## src/rtl/uart_tx_arbiter_if.sv

```systemverilog
// ============================================================================
// Module      : uart_tx_arbiter_if
// Description : Requester and UART_Tx side signals of the UART TX arbiter.
// Revision    : 1.0 - initial release
// ============================================================================
`default_nettype none

interface uart_tx_arbiter_if #(
    parameter int NUM_REQ = 4,
    parameter int ID_W    = 2
);
    logic [NUM_REQ-1:0]   i_req;
    logic [8*NUM_REQ-1:0] i_reqBytes;
    logic [NUM_REQ-1:0]   o_ack;
    logic                 o_txStart;
    logic [7:0]           o_txByte;
    logic                 i_txActive;
    logic                 i_txDoneStrobe;
    logic                 o_busy;
    logic [ID_W-1:0]      o_grantId;
    logic                 o_timeoutStrobe;

    modport master (
        input  i_req, i_reqBytes, i_txActive, i_txDoneStrobe,
        output o_ack, o_txStart, o_txByte, o_busy, o_grantId, o_timeoutStrobe
    );

    modport slave (
        output i_req, i_reqBytes, i_txActive, i_txDoneStrobe,
        input  o_ack, o_txStart, o_txByte, o_busy, o_grantId, o_timeoutStrobe
    );
endinterface

`default_nettype wire

```

## src/rtl/uart_tx_arbiter.sv

```systemverilog
// ============================================================================
// Module      : uart_tx_arbiter
// Description : Round-robin arbiter sharing one UART_Tx between byte producers.
// Revision    : 1.0 - initial release
// ============================================================================
`default_nettype none

module uart_tx_arbiter #(
    parameter int NUM_REQ       = 4,
    parameter int START_TIMEOUT = 16,
    parameter int ID_W          = 2
) (
    input  logic                i_clk,
    input  logic                i_resetN,
    uart_tx_arbiter_if.master   bus
);

    localparam int IDX_W = (NUM_REQ > 1) ? $clog2(NUM_REQ) : 1;
    localparam int CNT_W = $clog2(START_TIMEOUT + 1);

    typedef enum logic [1:0] {
        ST_IDLE        = 2'd0,
        ST_WAIT_ACTIVE = 2'd1,
        ST_WAIT_DONE   = 2'd2
    } state_t;

    state_t             state_q, state_d;
    logic [ID_W-1:0]    ptr_q, ptr_d;
    logic [ID_W-1:0]    grant_id_q, grant_id_d;
    logic [CNT_W-1:0]   cnt_q, cnt_d;
    logic [NUM_REQ-1:0] ack_q, ack_d;
    logic               tx_start_q, tx_start_d;
    logic [7:0]         tx_byte_q, tx_byte_d;
    logic               busy_q, busy_d;
    logic               timeout_q, timeout_d;

    logic [7:0]         w_bytes [NUM_REQ];
    logic               w_sel_valid;
    logic [IDX_W-1:0]   w_sel_idx;
    int                 w_scan;

    for (genvar g = 0; g < NUM_REQ; g++) begin : g_unpack
        assign w_bytes[g] = bus.i_reqBytes[8*g +: 8];
    end

    // Scan downward in offset so the lowest offset from the pointer wins.
    always_comb begin
        w_sel_valid = 1'b0;
        w_sel_idx   = '0;
        w_scan      = 0;
        for (int i = NUM_REQ - 1; i >= 0; i--) begin
            w_scan = int'(ptr_q) + i;
            if (w_scan >= NUM_REQ) w_scan = w_scan - NUM_REQ;
            if (bus.i_req[IDX_W'(w_scan)]) begin
                w_sel_valid = 1'b1;
                w_sel_idx   = IDX_W'(w_scan);
            end
        end
    end

    always_comb begin
        state_d    = state_q;
        ptr_d      = ptr_q;
        grant_id_d = grant_id_q;
        cnt_d      = cnt_q;
        tx_byte_d  = tx_byte_q;
        ack_d      = '0;
        tx_start_d = 1'b0;
        timeout_d  = 1'b0;
        case (state_q)
            ST_IDLE: begin
                if (w_sel_valid) begin
                    tx_byte_d           = w_bytes[w_sel_idx];
                    ack_d[w_sel_idx]    = 1'b1;
                    tx_start_d          = 1'b1;
                    grant_id_d          = ID_W'(w_sel_idx);
                    ptr_d               = (int'(w_sel_idx) == NUM_REQ - 1) ? '0
                                          : ID_W'(int'(w_sel_idx) + 1);
                    cnt_d               = '0;
                    state_d             = ST_WAIT_ACTIVE;
                end
            end
            ST_WAIT_ACTIVE: begin
                // Done outranks active: a zero-length transfer returns straight to IDLE.
                if (bus.i_txDoneStrobe) begin
                    state_d = ST_IDLE;
                end else if (bus.i_txActive) begin
                    state_d = ST_WAIT_DONE;
                end else if (cnt_q == CNT_W'(START_TIMEOUT - 1)) begin
                    timeout_d = 1'b1;
                    state_d   = ST_IDLE;
                end else begin
                    cnt_d = cnt_q + 1'b1;
                end
            end
            ST_WAIT_DONE: begin
                if (bus.i_txDoneStrobe || !bus.i_txActive) state_d = ST_IDLE;
            end
            default: state_d = ST_IDLE;
        endcase
        busy_d = (state_d != ST_IDLE);
    end

    always_ff @(posedge i_clk or negedge i_resetN) begin
        if (!i_resetN) begin
            state_q    <= ST_IDLE;
            ptr_q      <= '0;
            grant_id_q <= '0;
            cnt_q      <= '0;
            tx_byte_q  <= 8'h00;
            ack_q      <= '0;
            tx_start_q <= 1'b0;
            busy_q     <= 1'b0;
            timeout_q  <= 1'b0;
        end else begin
            state_q    <= state_d;
            ptr_q      <= ptr_d;
            grant_id_q <= grant_id_d;
            cnt_q      <= cnt_d;
            tx_byte_q  <= tx_byte_d;
            ack_q      <= ack_d;
            tx_start_q <= tx_start_d;
            busy_q     <= busy_d;
            timeout_q  <= timeout_d;
        end
    end

    assign bus.o_ack           = ack_q;
    assign bus.o_txStart       = tx_start_q;
    assign bus.o_txByte        = tx_byte_q;
    assign bus.o_busy          = busy_q;
    assign bus.o_grantId       = grant_id_q;
    assign bus.o_timeoutStrobe = timeout_q;

endmodule

`default_nettype wire

```

## src/flat_wrapper.sv

```systemverilog
// flat-port wrapper written by rule: the top's interface ports become plain ports
module uart_tx_arbiter_flat 
#(
    parameter int NUM_REQ       = 4,
    parameter int START_TIMEOUT = 16,
    parameter int ID_W          = 2
)
  (i_clk, i_resetN, bus_i_req, bus_i_reqBytes, bus_i_txActive, bus_i_txDoneStrobe, bus_o_ack, bus_o_txStart, bus_o_txByte, bus_o_busy, bus_o_grantId, bus_o_timeoutStrobe);
  uart_tx_arbiter_if #(.NUM_REQ(NUM_REQ), .ID_W(ID_W)) bus_i ();
  input  logic i_clk;
  input  logic i_resetN;
  input wire logic [$bits(bus_i.i_req)-1:0] bus_i_req;
  input wire logic [$bits(bus_i.i_reqBytes)-1:0] bus_i_reqBytes;
  input wire logic [$bits(bus_i.i_txActive)-1:0] bus_i_txActive;
  input wire logic [$bits(bus_i.i_txDoneStrobe)-1:0] bus_i_txDoneStrobe;
  output wire logic [$bits(bus_i.o_ack)-1:0] bus_o_ack;
  output wire logic [$bits(bus_i.o_txStart)-1:0] bus_o_txStart;
  output wire logic [$bits(bus_i.o_txByte)-1:0] bus_o_txByte;
  output wire logic [$bits(bus_i.o_busy)-1:0] bus_o_busy;
  output wire logic [$bits(bus_i.o_grantId)-1:0] bus_o_grantId;
  output wire logic [$bits(bus_i.o_timeoutStrobe)-1:0] bus_o_timeoutStrobe;
  assign bus_i.i_req = bus_i_req;
  assign bus_i.i_reqBytes = bus_i_reqBytes;
  assign bus_i.i_txActive = bus_i_txActive;
  assign bus_i.i_txDoneStrobe = bus_i_txDoneStrobe;
  assign bus_o_ack = bus_i.o_ack;
  assign bus_o_txStart = bus_i.o_txStart;
  assign bus_o_txByte = bus_i.o_txByte;
  assign bus_o_busy = bus_i.o_busy;
  assign bus_o_grantId = bus_i.o_grantId;
  assign bus_o_timeoutStrobe = bus_i.o_timeoutStrobe;
  uart_tx_arbiter #(.NUM_REQ(NUM_REQ), .START_TIMEOUT(START_TIMEOUT), .ID_W(ID_W)) u_core (.i_clk(i_clk), .i_resetN(i_resetN), .bus(bus_i));
endmodule
```

## config.mk

```make
export PLATFORM = sky130hd
export DESIGN_NAME = uart_tx_arbiter_flat
export DESIGN_NICKNAME = d
export VERILOG_FILES = /design/src/rtl/uart_tx_arbiter_if.sv /design/src/rtl/uart_tx_arbiter.sv /design/src/flat_wrapper.sv
export SDC_FILE = /design/constraint.sdc
export NUM_CORES = 1
export LEC_CHECK = 0
export ABC_AREA = 1
export CORE_ASPECT_RATIO = 0.8
export CORE_MARGIN = 3
export CORE_UTILIZATION = 40
export CTS_CLUSTER_SIZE = 12
export DETAILED_ROUTE_END_ITERATION = 7
export GPL_TIMING_DRIVEN = 0
export HOLD_SLACK_MARGIN = 0.08
export PLACE_DENSITY = 0.77
export SYNTH_ARGS = -nofsm -noshare
export SYNTH_HDL_FRONTEND = slang
export SYNTH_SLANG_ARGS = --single-unit
```

## constraint.sdc

```tcl
create_clock -name i_clk -period 2.2 [get_ports i_clk]
set_input_delay 0.55 -clock i_clk [delete_from_list [all_inputs] [get_ports i_clk]]
set_output_delay 0.55 -clock i_clk [all_outputs]
set_load 0.1 [all_outputs]
```

# After elaboration in Yosys (flattened, before gate mapping)
# Cells that the tools add are included.
# word_totals
mem_bits_ro	0
ramBits	0
in_bits	40
latch_bits	0
register_bits	26
n_memories	0
output_inout_bits	17
# op_classes
mux	49
shift	0
n_mul	0
add_sub_neg	9
n_eq_ne	8
order_cmp	11
div_mod_pow	0
reduce_logical	8
n_bitwise	1
# op_table
cell	count
two-way mux 2 bit	14
two-way mux 5 bit	4
two-way mux 1 bit	19
binary-select mux 8 bit (select 2 bit)	1
< comparator 2 x 4 -> 1 bit, second input constant	4
two-way mux 8 bit	2
>= comparator 3 bit, second input constant	4
case mux 5 bit (2 select lines)	1
binary-select mux 1 bit (select 2 bit)	4
two-way mux 4 bit	2
subtractor 2 x 1 -> 2 bit, second input constant	4
adder 2 x 2 -> 3 bit, second input constant	2
!= test 2 bit, second input constant	3
case mux 2 bit (3 select lines)	1
adder 5 x 1 -> 5 bit, second input constant	1
== test 5 x 4 -> 1 bit, second input constant	1
AND reduction 5 bit	1
== test 2 x 1 -> 1 bit, second input constant	2
nonzero test 2 bit	2
adder 2 x 1 -> 3 bit, second input constant	1
>= comparator 2 x 3 -> 1 bit, second input constant	1
< comparator 2 x 3 -> 1 bit, second input constant	1
NOT 2 -> 3 bit	1
adder 2 x 1 -> 2 bit, second input constant	1
other kinds (9)	9

# Longest topological paths before layout
# depth
word_depth	16
mapped_depth	16
mapped_depth_nobuf	15

# Worst setup path after synthesis
# Ideal clock, no wire load.
# synth_timing
path_kind	input port to flip-flop
start	input port bus_i_req[1]
end	register u_core.ptr_q[1]
required_time_ns	2.074
arrival_time_ns	1.713
path_stages	14
slack_ns	0.360
path_buffers	1
path_cell_list	inv_1 > nand2_2 > nand2_2 > inv_2 > nand2_2 > nand2_1 > inv_2 > nand3_2 > nand2_4 > buf_4 > inv_1 > ha_1 > nand2_1 > o21ai_0
# synth_between
elab_chain_len	9
word_cells_on_any_way	24
classes_between	1 x add/sub; 1 x eq/ne; 21 x mux; 1 x reduce/logical
# synth_lines
item	line_no	text
start, declared	flat_wrapper.sv:12	input wire logic [$bits(bus_i.i_req)-1:0] bus_i_req;
binary-select mux 1 bit (select 2 bit)	uart_tx_arbiter.sv:54	if (bus.i_req[IDX_W'(w_scan)]) begin
two-way mux 1 bit (not written as such) (2 in a row)	uart_tx_arbiter.sv:54	
two-way mux 2 bit (3 in a row)	uart_tx_arbiter.sv:54	
two-way mux 2 bit *	uart_tx_arbiter.sv:54	
via u_core.w_sel_idx[0]	uart_tx_arbiter.sv:39	logic [IDX_W-1:0] w_sel_idx;
adder 2 x 1 -> 2 bit / == test 2 x 1 -> 1 bit (equally long branches)	uart_tx_arbiter.sv:78, uart_tx_arbiter.sv:77	
two-way mux 2 bit *	uart_tx_arbiter.sv:77	ptr_d = (int'(w_sel_idx) == NUM_REQ - 1) ? '0
end signal, assigned	uart_tx_arbiter.sv:117	ptr_q <= ptr_d;
end, declared	uart_tx_arbiter.sv:28	logic [ID_W-1:0] ptr_q, ptr_d;
# Mark *: on every way through the listed nets, which the timed path passes. The rest lies on a longest branch. The select of a mux whose other input is x is not followed.
# A chain may end at the register's enable or synchronous reset.

# Worst setup path after layout
# layout_timing
start	input port bus_i_req[1]
end	register u_core.tx_byte_q[7] (netlist: u_core.bus.o_txByte[7])
# layout_between
elab_chain_len	11
word_cells_on_any_way	25
classes_between	23 x mux; 1 x bitwise; 1 x reduce/logical
# layout_lines
item	line_no	text
binary-select mux 1 bit (select 2 bit)	uart_tx_arbiter.sv:54	
two-way mux 1 bit (not written as such) (2 in a row)	uart_tx_arbiter.sv:54	
two-way mux 2 bit (4 in a row)	uart_tx_arbiter.sv:54	
NOT 2 -> 3 bit (not written as such)	uart_tx_arbiter.sv:73	tx_byte_d = w_bytes[w_sel_idx];
binary-select mux 8 bit (select 2 bit)	uart_tx_arbiter.sv:73	
two-way mux 8 bit (not written as such) (2 in a row)	uart_tx_arbiter.sv:73	
end signal, assigned	uart_tx_arbiter.sv:120	tx_byte_q <= tx_byte_d;
end, declared	uart_tx_arbiter.sv:33	logic [7:0] tx_byte_q, tx_byte_d;
# Several ways; a longest one is shown, not always the timed one. The select of a mux whose other input is x is not followed.

==> results.toml <==
[status]
outcome = "finished clean"

[grt]
global_route.usage.total = 0.168
grt_antenna_before_repair = 0
grt-ovfl-total = 0
grt_max_degree = 27
grt_pass1_vias = 1612
grt_pass1_wl_um = 6850

[floorplan]
die_w_um = 78.8
row_count = 20
die_area_um2 = 5060
die_h_um = 64.2
boundaryPins = 57
core_um2 = 3930
initial_utilization = 0.431

[setup_path]
critical_path_class = "input pin to flip-flop"
start_kind = "input pin"
arrival_ps = 2250
ff2ff_setup_slack_ps = 300
path_cells = "clkdlybuf4s50_1 -> inv_1 -> o21ai_2 -> nand2_2 -> nand3_2 -> nand2_1 -> nand2_2 -> nand2_8 -> buf_12 -> or2_2 -> nand3_1 -> nand3_1"
worstPathRequired_ps = 2360
cp_slowest_cell = "clkdlybuf4s50_1"
critical-path-max-stage-delay_ps = 470
critPathMaxFanout = 12
critPathCaptureType = "flip-flop"

[cells_and_area]
layout-drive-gt1-share = 0.128
syn2layout_area_growth_pct = 42.2
diodes = 0
nets = 351

[synthesis]
synth_cells = 242
yosys_warnings = 0
synthDominantCellAreaShare = 0.384
syn-cell-area_um2 = 1690
synth_nets = 288
synth_area_per_cell_um2 = 7.00
synth_seq_cells = 26
ys_types = 27
ys_seq_area_frac = 0.384
synth_top_cell_by_area = "dfrtp_1"
synthTopCellsByArea = "dfrtp_1 38%, nand2_1 14%, inv_1 10%, nand3_1 10%, ha_1 4.4%"

[timing]
fmax_ghz = 0.478
slew_headroom = 0.260
hold_violations = 0
fin_crit_sh = 0.952
tightest_slew_ps = 1110
fin_skew_ps = 1.73
slew_viol_final = 0
setup_ws_ps = 107
period_minus_slack_ps = 2090
setup_viol_count_final = 0

[placement]
place_congestion = 0.824
place_hpwl_um = 3080
dp_slack_ps = -333
portBuffers = 56

[detailed_routing]
drc = 0
antenna_left = 0
via_count = 1630
drtPass1Iterations = 5
post_drt_wl_per_cell_um = 11.0
vias_per_cell = 4.54
initialDrtViolationCount = 102
wirelength_um = 3960

[clocking]
htreeDepth = 1
hold_buffers = 0
clock_sinks = 26
path_clk_slew_ps = 90
cts_root_buf = "clkbuf_8"
cts_buffers = 3
clk_path_buf_depth = 2
clk_latency_ps = 270
cts_tree = "done"

[worst_hold_path]
hold_path_class = "flip-flop to flip-flop"

[job]
cap_violations = 0
path summary, 6_finish.rpt:
path,start,to,depth (start not counted)
max,bus_i_req[1],u_core.bus.o_txByte[7]$_DFFE_PN0P_,12
min in group asynchronous,i_resetN,u_core.bus.o_txStart$_DFF_PN0_,1
max in group asynchronous,i_resetN,u_core.bus.o_grantId[1]$_DFFE_PN0P_,1
min reg2reg,u_core.bus.o_txByte[5]$_DFFE_PN0P_,u_core.bus.o_txByte[5]$_DFFE_PN0P_,2
min,u_core.bus.o_txByte[5]$_DFFE_PN0P_,u_core.bus.o_txByte[5]$_DFFE_PN0P_,2
max reg2reg,u_core.ptr_q[0]$_DFFE_PN0P_,u_core.bus.o_txByte[7]$_DFFE_PN0P_,12
cell usage in the layout (no fill, tap or decap), drive strengths merged:
cell type and n:
and3 1, nor2 20, o21a 1, clkbuf 5, dlygate4sd2 17, o21ai 9
a21oi 3, dlymetal6s2s 1, nand2 73, or2 6, clkdlybuf4s50 38, inv 49
o22ai 1, nand3 36, ha 6, dfrtp 26, nand3b 1, nand4 3
buf 8
kinds of logic after synthesis:
| group | after synthesis | synth area share |
|---|---|---|
| simple gates | 140 | 0.382 |
| compound gates | 14 | 0.0524 |
| buf+inv | 56 | 0.137 |
| fa+ha+maj | 6 | 0.0443 |
| flops | 26 | 0.384 |
state kept, by name (all words and copies together), names as in the netlist:
| register | count |
|---|---|
| u_core.bus.o_timeoutStrobe | 1 |
| u_core.bus.o_grantId | 2 |
| u_core.ptr_q | 2 |
| u_core.cnt_q | 5 |
| u_core.bus.o_busy | 1 |
| u_core.bus.o_txStart | 1 |
| u_core.bus.o_txByte | 8 |
| u_core.state_q | 2 |
| u_core.bus.o_ack | 4 |
area by class of cell:
class / count / area [um^2]
clock buffer: 4 / 55.1
buffer: 6 / 41.3
tap: 55 / 68.8
sequential: 26 / 651
multi-input combinational: 160 / 832
inverter: 49 / 184
timing repair buffer: 59 / 577
fill: 385 / 1520
cells in the mapped netlist:
cell type and count:
a21oi_1 3, nor2_1 18, nand2_1 64, and3_1 1, inv_2 3, buf_2 3, buf_6 2, inv_1 46
clkbuf_1 1, nand3_1 34, o22ai_1 1, o21a_1 1, nor2_4 1, nand2_2 8, or2_0 1, o21ai_2 4
nor2_2 1, o21ai_1 1, nand3_2 2, buf_4 1, nand2_4 1, ha_1 6, nand4_1 3, or2_2 5
dfrtp_1 26, o21ai_0 4, nand3b_1 1
stage by stage:
step	TNS, ps	utilization	instance area [um^2]	std cells	hold slack (ps)
finish	0	0.613	2410	359	486
global route	-5.84	0.613	2410	359	522
CTS	0	0.598	2350	356	494
detailed placement	-1830	0.591	2320	353	473
global placement	-1270	0.591	2320	353	463
floorplan	0	-	1690	242	254
layer usage:
metal | routed length, um | part of all wire | vias up | track usage
met5 | 0 | 0 | - | 0
met4 | 24 | 0.0061 | 0 | 0.0393
met3 | 333 | 0.084 | 2 | 0.0535
met2 | 1790 | 0.45 | 58 | 0.280
met1 | 1810 | 0.46 | 706 | 0.212
li1 | - | - | 864 | -
critical path: cells and delay by family:
family,cells,cell delay (ps)
AOI/OAI and AO/OA,1,150
buffers and inverters,3,680
and+or+nand+nor,8,870
timing repair:
action	4_1_cts	5_1_grt
gates resized for setup	17	6
pin swaps	0	3
buffers inserted	0	3
setup endpoints to repair	18	4
Power is not shown: default switching activity piles up to over one toggle a cycle in this logic, so the estimate is an artifact.
